[src/rtl/sprite_render.sv]
// Sprite renderer: maps a raster position to a magnified 32x32 bitmap
// and colours it through a fixed palette; optional bounce via SPRITE_BOUNCE_EN.
module sprite_render #(
    parameter int          SCALE_SHIFT = 2,
    parameter int          ORIGIN_X    = 256,
    parameter int          ORIGIN_Y    = 176,
    parameter int          FRAME_DIV   = 8,
    parameter logic [5:0]  BG_COLOR    = 6'b000001
) (
    input  logic       clk,
    input  logic       rst,
    input  logic [9:0] hpos,
    input  logic [9:0] vpos,
    input  logic       display_on,
    input  logic       frame_start,
    output logic [4:0] lut_x,
    output logic [4:0] lut_y,
    output logic [1:0] frame_sel,
    input  logic [2:0] lut_pixel,
    output logic [5:0] rgb,
    output logic       rgb_valid
);

    localparam int         SIZE     = 32 << SCALE_SHIFT;
    localparam logic [10:0] SIZE11  = 11'(SIZE);
    localparam logic [10:0] OY11    = 11'(ORIGIN_Y);
    localparam logic [9:0]  OY10    = 10'(ORIGIN_Y);
    localparam logic [7:0]  DIV_LAST = 8'(FRAME_DIV - 1);

    logic [9:0] ox;
    logic [7:0] div;

    logic       x_hit;
    logic       y_hit;
    logic       in_box;
    logic [4:0] lx_next;
    logic [4:0] ly_next;

    logic       in_box_q;
    logic       disp_q;
    logic [5:0] pal;

`ifdef SPRITE_BOUNCE_EN
    localparam logic [9:0] OX_MAX = 10'(640 - SIZE);

    logic dir_left;

    // Horizontal bounce: step one pixel per frame, holding for the turnaround frame
    always_ff @(posedge clk or posedge rst) begin
        if (rst) begin
            ox       <= 10'(ORIGIN_X);
            dir_left <= 1'b0;
        end else if (frame_start) begin
            if (!dir_left) begin
                if (ox == OX_MAX)
                    dir_left <= 1'b1;
                else
                    ox <= ox + 10'd1;
            end else begin
                if (ox == 10'd0)
                    dir_left <= 1'b0;
                else
                    ox <= ox - 10'd1;
            end
        end
    end
`else
    assign ox = 10'(ORIGIN_X);
`endif

    // Box test uses 11-bit sums so the exclusive upper edge cannot wrap
    always_comb begin
        x_hit = ({1'b0, hpos} >= {1'b0, ox}) &&
                ({1'b0, hpos} < ({1'b0, ox} + SIZE11));
        y_hit = ({1'b0, vpos} >= OY11) &&
                ({1'b0, vpos} < (OY11 + SIZE11));
        in_box = x_hit && y_hit;
        lx_next = 5'd0;
        ly_next = 5'd0;
        if (in_box) begin
            lx_next = 5'((hpos - ox) >> SCALE_SHIFT);
            ly_next = 5'((vpos - OY10) >> SCALE_SHIFT);
        end
    end

    // Stage 1: bitmap coordinates and pixel qualifiers
    always_ff @(posedge clk or posedge rst) begin
        if (rst) begin
            lut_x    <= 5'd0;
            lut_y    <= 5'd0;
            in_box_q <= 1'b0;
            disp_q   <= 1'b0;
        end else begin
            lut_x    <= lx_next;
            lut_y    <= ly_next;
            in_box_q <= in_box;
            disp_q   <= display_on;
        end
    end

    // Palette lookup; index 0 is transparent
    always_comb begin
        pal = BG_COLOR;
        unique case (lut_pixel)
            3'd0: pal = BG_COLOR;
            3'd1: pal = 6'b111111;
            3'd2: pal = 6'b000000;
            3'd3: pal = 6'b111000;
            3'd4: pal = 6'b101010;
            3'd5: pal = 6'b110000;
            3'd6: pal = 6'b001100;
            3'd7: pal = 6'b000011;
        endcase
    end

    // Stage 2: final colour, blanked outside the visible area
    always_ff @(posedge clk or posedge rst) begin
        if (rst) begin
            rgb       <= 6'd0;
            rgb_valid <= 1'b0;
        end else if (!disp_q) begin
            rgb       <= 6'd0;
            rgb_valid <= 1'b0;
        end else begin
            rgb       <= in_box_q ? pal : BG_COLOR;
            rgb_valid <= 1'b1;
        end
    end

    // Animation: advance frame_sel once every FRAME_DIV frames
    always_ff @(posedge clk or posedge rst) begin
        if (rst) begin
            div       <= 8'd0;
            frame_sel <= 2'd0;
        end else if (frame_start) begin
            if (div == DIV_LAST) begin
                div       <= 8'd0;
                frame_sel <= frame_sel + 2'd1;
            end else begin
                div <= div + 8'd1;
            end
        end
    end

endmodule

[config.mk]
export PLATFORM = sky130hd
export DESIGN_NAME = sprite_render
export DESIGN_NICKNAME = d
export VERILOG_FILES = /design/src/rtl/sprite_render.sv
export SDC_FILE = /design/constraint.sdc
export NUM_CORES = 1
export LEC_CHECK = 0
export BUFFER_PORTS_ARGS = -buffer_cell sky130_fd_sc_hd__buf_4
export CAP_MARGIN = 5
export CORE_MARGIN = 2
export CORE_UTILIZATION = 48
export CTS_BUF_LIST = sky130_fd_sc_hd__clkbuf_16
export CTS_CLUSTER_SIZE = 10
export DETAILED_ROUTE_END_ITERATION = 6
export PLACE_DENSITY = 0.87
export SYNTH_ARGS = -nofsm -noshare
export SYNTH_HDL_FRONTEND = slang
export SYNTH_SLANG_ARGS = --single-unit
[constraint.sdc]
create_clock -name clk -period 1.4 [get_ports clk]
set_input_delay 0.14 -clock clk [delete_from_list [all_inputs] [get_ports clk]]
set_output_delay 0.14 -clock clk [all_outputs]
set_load 0.02 [all_outputs]
==> results of run 1 <==
## registers in the layout (all words and copies together), names as in the netlist
signal	flops
lut_x	5
frame_sel	2
rgb	6
rgb_valid	1
in_box_q	1
disp_q	1
lut_y	5
div	8
## metrics by stage
| step | setup slack, ns | total power, mW | instances | area, µm² | TNS, ns |
|---|---|---|---|---|---|
| 3_3_place_gp | 0.0738 | 1.56 | 178 | 1650 | 0 |
| 6_report | 0.0282 | 2.59 | 187 | 1810 | 0 |
| 5_1_grt | -0.0501 | 2.71 | 187 | 1810 | -0.0894 |
| 4_1_cts | 0.00390 | 2.56 | 187 | 1800 | 0 |
| 2_1_floorplan | 0.131 | 1.35 | 104 | 1280 | 0 |
| 3_5_place_dp | 0.0321 | 1.59 | 178 | 1650 | 0 |
## logic make-up after synthesis
| family | after synthesis | share of synthesized area [%] |
|---|---|---|
| muxes | 1 | 0.784 |
| AOI/OAI and AO/OA | 10 | 5.20 |
| DFF | 29 | 56.9 |
| buffers and inverters | 8 | 3.33 |
| and+or+nand+nor | 43 | 23.4 |
| xor gates and xnor gates | 8 | 5.49 |
| adders and majority gates | 5 | 4.90 |
## layer usage
layer  vias to the layer above  share of wire [%]  global-route usage (%)
met3                         7                7.1                    8.67
li1                        457                  -                       -
met2                        37                 54                    34.0
met4                         0                1.5                    7.67
met5                         -                  0                       0
met1                       452                 37                    18.7
## final timing paths
path                       depth (start not counted)                  end                from  slack (ns)
min                                                2   lut_y[2]$_DFF_PP0_             vpos[4]        0.03
max                                                4   div[1]$_DFFE_PP0P_  div[1]$_DFFE_PP0P_        0.03
min in group asynchronous                          4     rgb[4]$_DFF_PP0_                 rst        0.52
max in group asynchronous                          4   lut_y[2]$_DFF_PP0_                 rst        0.61
max reg2reg                                        4   div[1]$_DFFE_PP0P_  div[1]$_DFFE_PP0P_        0.03
min reg2reg                                        0  rgb_valid$_DFF_PP0_    disp_q$_DFF_PP0_        0.41
## final cells by class
class	count	area, µm²	area share (%)
sequential	29	726	40.1
inverter	4	15.0	0.829
clock inverter	2	7.51	0.415
tap	30	37.5	2.07
clock buffer	5	125	6.91
multi-input combinational	67	519	28.7
timing repair buffer	50	380	21.0
## power groups by stage
stage                     clock network (mW)  registers, mW  logic (mW)
after CTS                              0.969           1.06       0.529
after detailed placement                   0           1.07       0.517
after floorplan                            0           1.12       0.231
after global placement                     0           1.06       0.498
final                                  0.966           1.07       0.563
after global routing                    1.01           1.08       0.611
## cell usage in the layout (no fill, tap or decap), types with 3 or more instances in the layout
cell | netlist | layout
dfrtp_1 | 29 | 29
clkbuf_16 | 0 | 5
a21oi_1 | 3 | 3
nand3_1 | 3 | 3
nand2b_1 | 3 | 3
xnor2_1 | 5 | 5
inv_1 | 4 | 5
xor2_1 | 3 | 3
nand2_1 | 10 | 10
nor3b_2 | 8 | 8
ha_1 | 5 | 4
nor2_1 | 7 | 7
buf_4 | 1 | 48
## repair_timing
action                                  4_1_cts  5_1_grt
endpoints found under the hold margin        30        0
resized for setup                             0        3
hold buffers                                  2        0
endpoints found under the setup margin        0        3
## worst max-delay path, delay by kind of cell (launching register included)
| kind | cells | cell delay, ns |
|---|---|---|
| simple gates | 2 | 0.49 |
| fa+ha+maj | 1 | 0.22 |
| flops | 1 | 0.40 |
| compound gates | 1 | 0.14 |
==> flow_summary.toml, run 1 <==
[run_status]
status = "finished clean"

[synthesis]
synthesis.nets = 136
synth_edf_count = 0
synth_area_leaders = "dfrtp_1 57%, nor3b_2 7.8%, ha_1 4.9%, xnor2_1 3.4%, nand2_1 2.9%"
netlist.area_leader.share_pct = 56.9
synth_cells = 104
ys.flop_type = "dfrtp_1"
avgSynthCellArea_um2 = 12.3
yosys_warnings = 0
netlist_area_um2 = 1280
synth_cell_types = 30
synth_top_area_cell = "dfrtp_1"
synthTopCellsByCount = "29 x dfrtp_1, 10 x nand2_1, 8 x nor3b_2, 7 x nor2_1"
synth-seq-area-share_pct = 56.9
async_flop_share_pct = 100
synth.most_common_cell = "dfrtp_1"
ys_ff_latch = 29

[final_layout]
synthToLayoutAreaGrowth_pct = 41.9
drive_above_1_share_pct = 43.9
final_core_util_pct = 72.4
final_nets = 189
nFillCells = 169
diodes = 0

[setup_path]
crit_path_cell_trace = "ha_2 -> and4bb_2 -> nor4b_4 -> o22ai_1"
cp_data_arrival_time_ns = 1.51
cp_slowest_cell = "dfrtp_1"
cp-end-kind = "flop"
crit_path_max_fanout = 4
crit_path_start_kind = "flop"
slowest_delay_ns = 0.40
cp.required_ns = 1.54
critical_path_class = "flop to flop"

[cts]
clkSinkCount = 29
cts_root_buf = "clkbuf_16"
htree_levels = 2
cts_tree = "yes"
cts_made_buffers = 5
clk_latency_ns = 0.27
clk_pin_slew_ns = 0.05
post_cts_buffers = 0
clk_path_buf_depth = 2

[power_and_ir_drop]
pwr_density_cell_nw_per_um2 = 1430
vdd_drop_max_mv = 1.24
power.share.clock_pct = 37.2
pwr-share-comb_pct = 21.7
p_int_mw = 1.88
seq_power_share_pct = 41.1
power.switching_mw = 0.717
p_leak_nw = 0.886
switching_share_pct = 27.7

[global_routing]
grt-ovfl-total = 0
grt_pass1_vias = 1065
grt_max_degree = 30
grtUsageTotal_pct = 19.0
antenna_found_initial = 0
grt_pass1_wl_um = 4460

[routing]
finalWirelength_um = 2690
vias = 953
wire_per_inst_um = 14.4
drc_errors = 0
via_per_inst = 5.10
drt-initial-drc-count = 17
postRouteAntennaNets = 0
first_pass_iters = 4

[sta]
period_needed_ns = 1.37
hold_viol = 0
setup_viol = 0
slew_headroom_pct = 75.7
fin_crit_sh_pct = 98.0
timing.fmax_ghz = 0.729
hold_ws_ns = 0.0343
clock_skew_ns = 0.00515
slew_viol_final = 0
worst_pin_slew_ns = 0.359

[floorplanning]
start_util_pct = 51.1
fp.dieH_um = 55.6
die_w_um = 55.6
core-area_um2 = 2500
rows = 18
ioPinCount = 46
dieArea_um2 = 3090

[placement]
port-buffer-count = 41
gp_congestion = 0.870
hpwlAfterDp_um = 1860

[min_path]
hp-class = "primary input to flop"

[flow_run]
max-cap-violations = 0
Power figures use the tool's default switching activity.
==> run 2: changes to the inputs <==
--- a/config.mk
+++ b/config.mk
@@ -13,6 +13,7 @@
 export CTS_CLUSTER_SIZE = 10
 export DETAILED_ROUTE_END_ITERATION = 6
 export PLACE_DENSITY = 0.87
+export RECOVER_POWER = 50
 export SYNTH_ARGS = -nofsm -noshare
 export SYNTH_HDL_FRONTEND = slang
 export SYNTH_SLANG_ARGS = --single-unit
==> flow_summary.toml, run 2 (same netlist as run 1, synthesis figures left out) <==
[power_and_ir_drop]
power.share.clock_pct = 37.2
vdd_drop_max_mv = 1.24
p_int_mw = 1.87
power_mw = 2.59
power.switching_mw = 0.718
pwr_density_cell_nw_per_um2 = 1440
switching_share_pct = 27.7
seq_power_share_pct = 41.1
pwr-share-comb_pct = 21.7
p_leak_nw = 0.881

[setup_path]
cp.required_ns = 1.54
cp-end-kind = "flop"
critical_path_class = "flop to flop"
timing.rr.start = "div[1]$_DFFE_PP0P_"
cp_slowest_cell = "dfrtp_1"
slowest_delay_ns = 0.40
rr_endpoint = "div[1]$_DFFE_PP0P_"
reg2reg_depth = 4
crit_end = "div[1]$_DFFE_PP0P_"
crit_path_start_kind = "flop"
crit_path_max_fanout = 4
crit_path_cell_trace = "ha_2 -> and4bb_2 -> nor4b_4 -> o22ai_1"
r2r_slack_ns = 0.03
crit_start = "div[1]$_DFFE_PP0P_"
cp_data_arrival_time_ns = 1.51

[floorplanning]
die_w_um = 55.6
fp.dieH_um = 55.6
core-area_um2 = 2500
dieArea_um2 = 3090
ioPinCount = 46
rows = 18
start_util_pct = 51.1

[global_routing]
grt_pass1_wl_um = 4460
grt_max_degree = 30
grtUsageTotal_pct = 19.0
antenna_found_initial = 0
grt_pass1_vias = 1065
grt-ovfl-total = 0

[cts]
cts_tree = "yes"
clk_pin_slew_ns = 0.05
clk_latency_ns = 0.27
clkSinkCount = 29
post_cts_buffers = 0
clk_path_buf_depth = 2
htree_levels = 2
cts_root_buf = "clkbuf_16"
cts_made_buffers = 5

[routing]
wire_per_inst_um = 14.5
vias = 950
via_per_inst = 5.08
drc_errors = 0
finalWirelength_um = 2710
postRouteAntennaNets = 0
drt-initial-drc-count = 17
first_pass_iters = 4

[sta]
clock_skew_ns = 0.00515
slew_viol_final = 0
period_needed_ns = 1.37
timing.fmax_ghz = 0.729
fin_crit_sh_pct = 98.0
slew_headroom_pct = 53.1
hold_viol = 0
setup_slack_ns = 0.0282
worst_pin_slew_ns = 0.703
setup_viol = 0

[final_layout]
synthToLayoutAreaGrowth_pct = 41.4
largest_reg_flops = 8
largest-register = "div"
layout_common_cells = "44 x buf_4, 29 x dfrtp_1, 10 x nand2_1"
drive_above_1_share_pct = 43.3
final_cells = 187
final_area_um2 = 1800
largestRegisters = "div: 8 flops, rgb: 6 flops"
diodes = 0
final_core_util_pct = 72.2
final_nets = 189
final_common_cell = "buf_4"

[min_path]
min_delay_path_depth = 2
hp-class = "primary input to flop"

[placement]
port-buffer-count = 41
gp_congestion = 0.870
preCtsSetupSlack_ns = 0.0321
place_area_um2 = 1650
hpwlAfterDp_um = 1860
dp_cells = 178

[flow_run]
max-cap-violations = 0

[run_status]
status = "finished clean"
[run 2: changes by cell type in the layout (fill, tap and decap cells not counted)]
cell      before  now
clkbuf_1       0    1
clkbuf_4       0    2
clkbuf_2       0    1
buf_4         48   44
[run 2: layout make-up]
class                      count  area, µm²
timing repair buffer          50        374
tap                           30       37.5
sequential                    29        726
multi-input combinational     67        519
clock inverter                 2       7.51
clock buffer                   5        125
inverter                       4       15.0
fill                         170        696
[run 2: per-layer routing]
| layer | track usage (%) | part of all wire (%) |
|---|---|---|
| met5 | 0 | 0 |
| met1 | 18.7 | 37 |
| met3 | 8.67 | 6.9 |
| met2 | 34.0 | 54 |
| met4 | 7.67 | 1.5 |
[run 2: how the worst min path moves through the flow]
stage	endpoint	start
2_1_floorplan	disp_q$_DFF_PP0_	display_on
3_3_place_gp	rgb[5]$_DFF_PP0_	rst
3_5_place_dp	rgb[3]$_DFF_PP0_	rst
4_1_cts	lut_y[2]$_DFF_PP0_	vpos[4]
5_1_grt	lut_y[2]$_DFF_PP0_	vpos[4]
6_report	lut_y[2]$_DFF_PP0_	vpos[4]
[run 2: critical path, delay by kind of cell (launching register included)]
| kind | cells | cell delay [ns] |
|---|---|---|
| flip-flops | 1 | 0.40 |
| AO/OA/AOI/OAI | 1 | 0.14 |
| AND/OR/NAND/NOR | 2 | 0.49 |
| adder cells (fa/ha/maj) | 1 | 0.22 |
[run 2: power groups by stage]
stage                     Combinational (mW)  Sequential (mW)  Clock, mW
final                                  0.562             1.07      0.965
after global routing                   0.610             1.08       1.01
after CTS                              0.529             1.06      0.969
after detailed placement               0.517             1.07          0
after global placement                 0.498             1.06          0
after floorplan                        0.231             1.12          0
[run 2: through the flow]
stage	hold WS, ns	setup TNS, ns
final	0.0342	0
after global routing	0.0373	-0.0894
after CTS	0.0308	0
after detailed placement	0.235	0
after global placement	0.229	0
after floorplan	0.171	0
[run 2: timing repair]
item	4_1_cts	5_1_grt
endpoints found under the hold margin	30	0
gates resized for setup	0	3
hold buffers	2	0
endpoints found under the setup margin	0	3
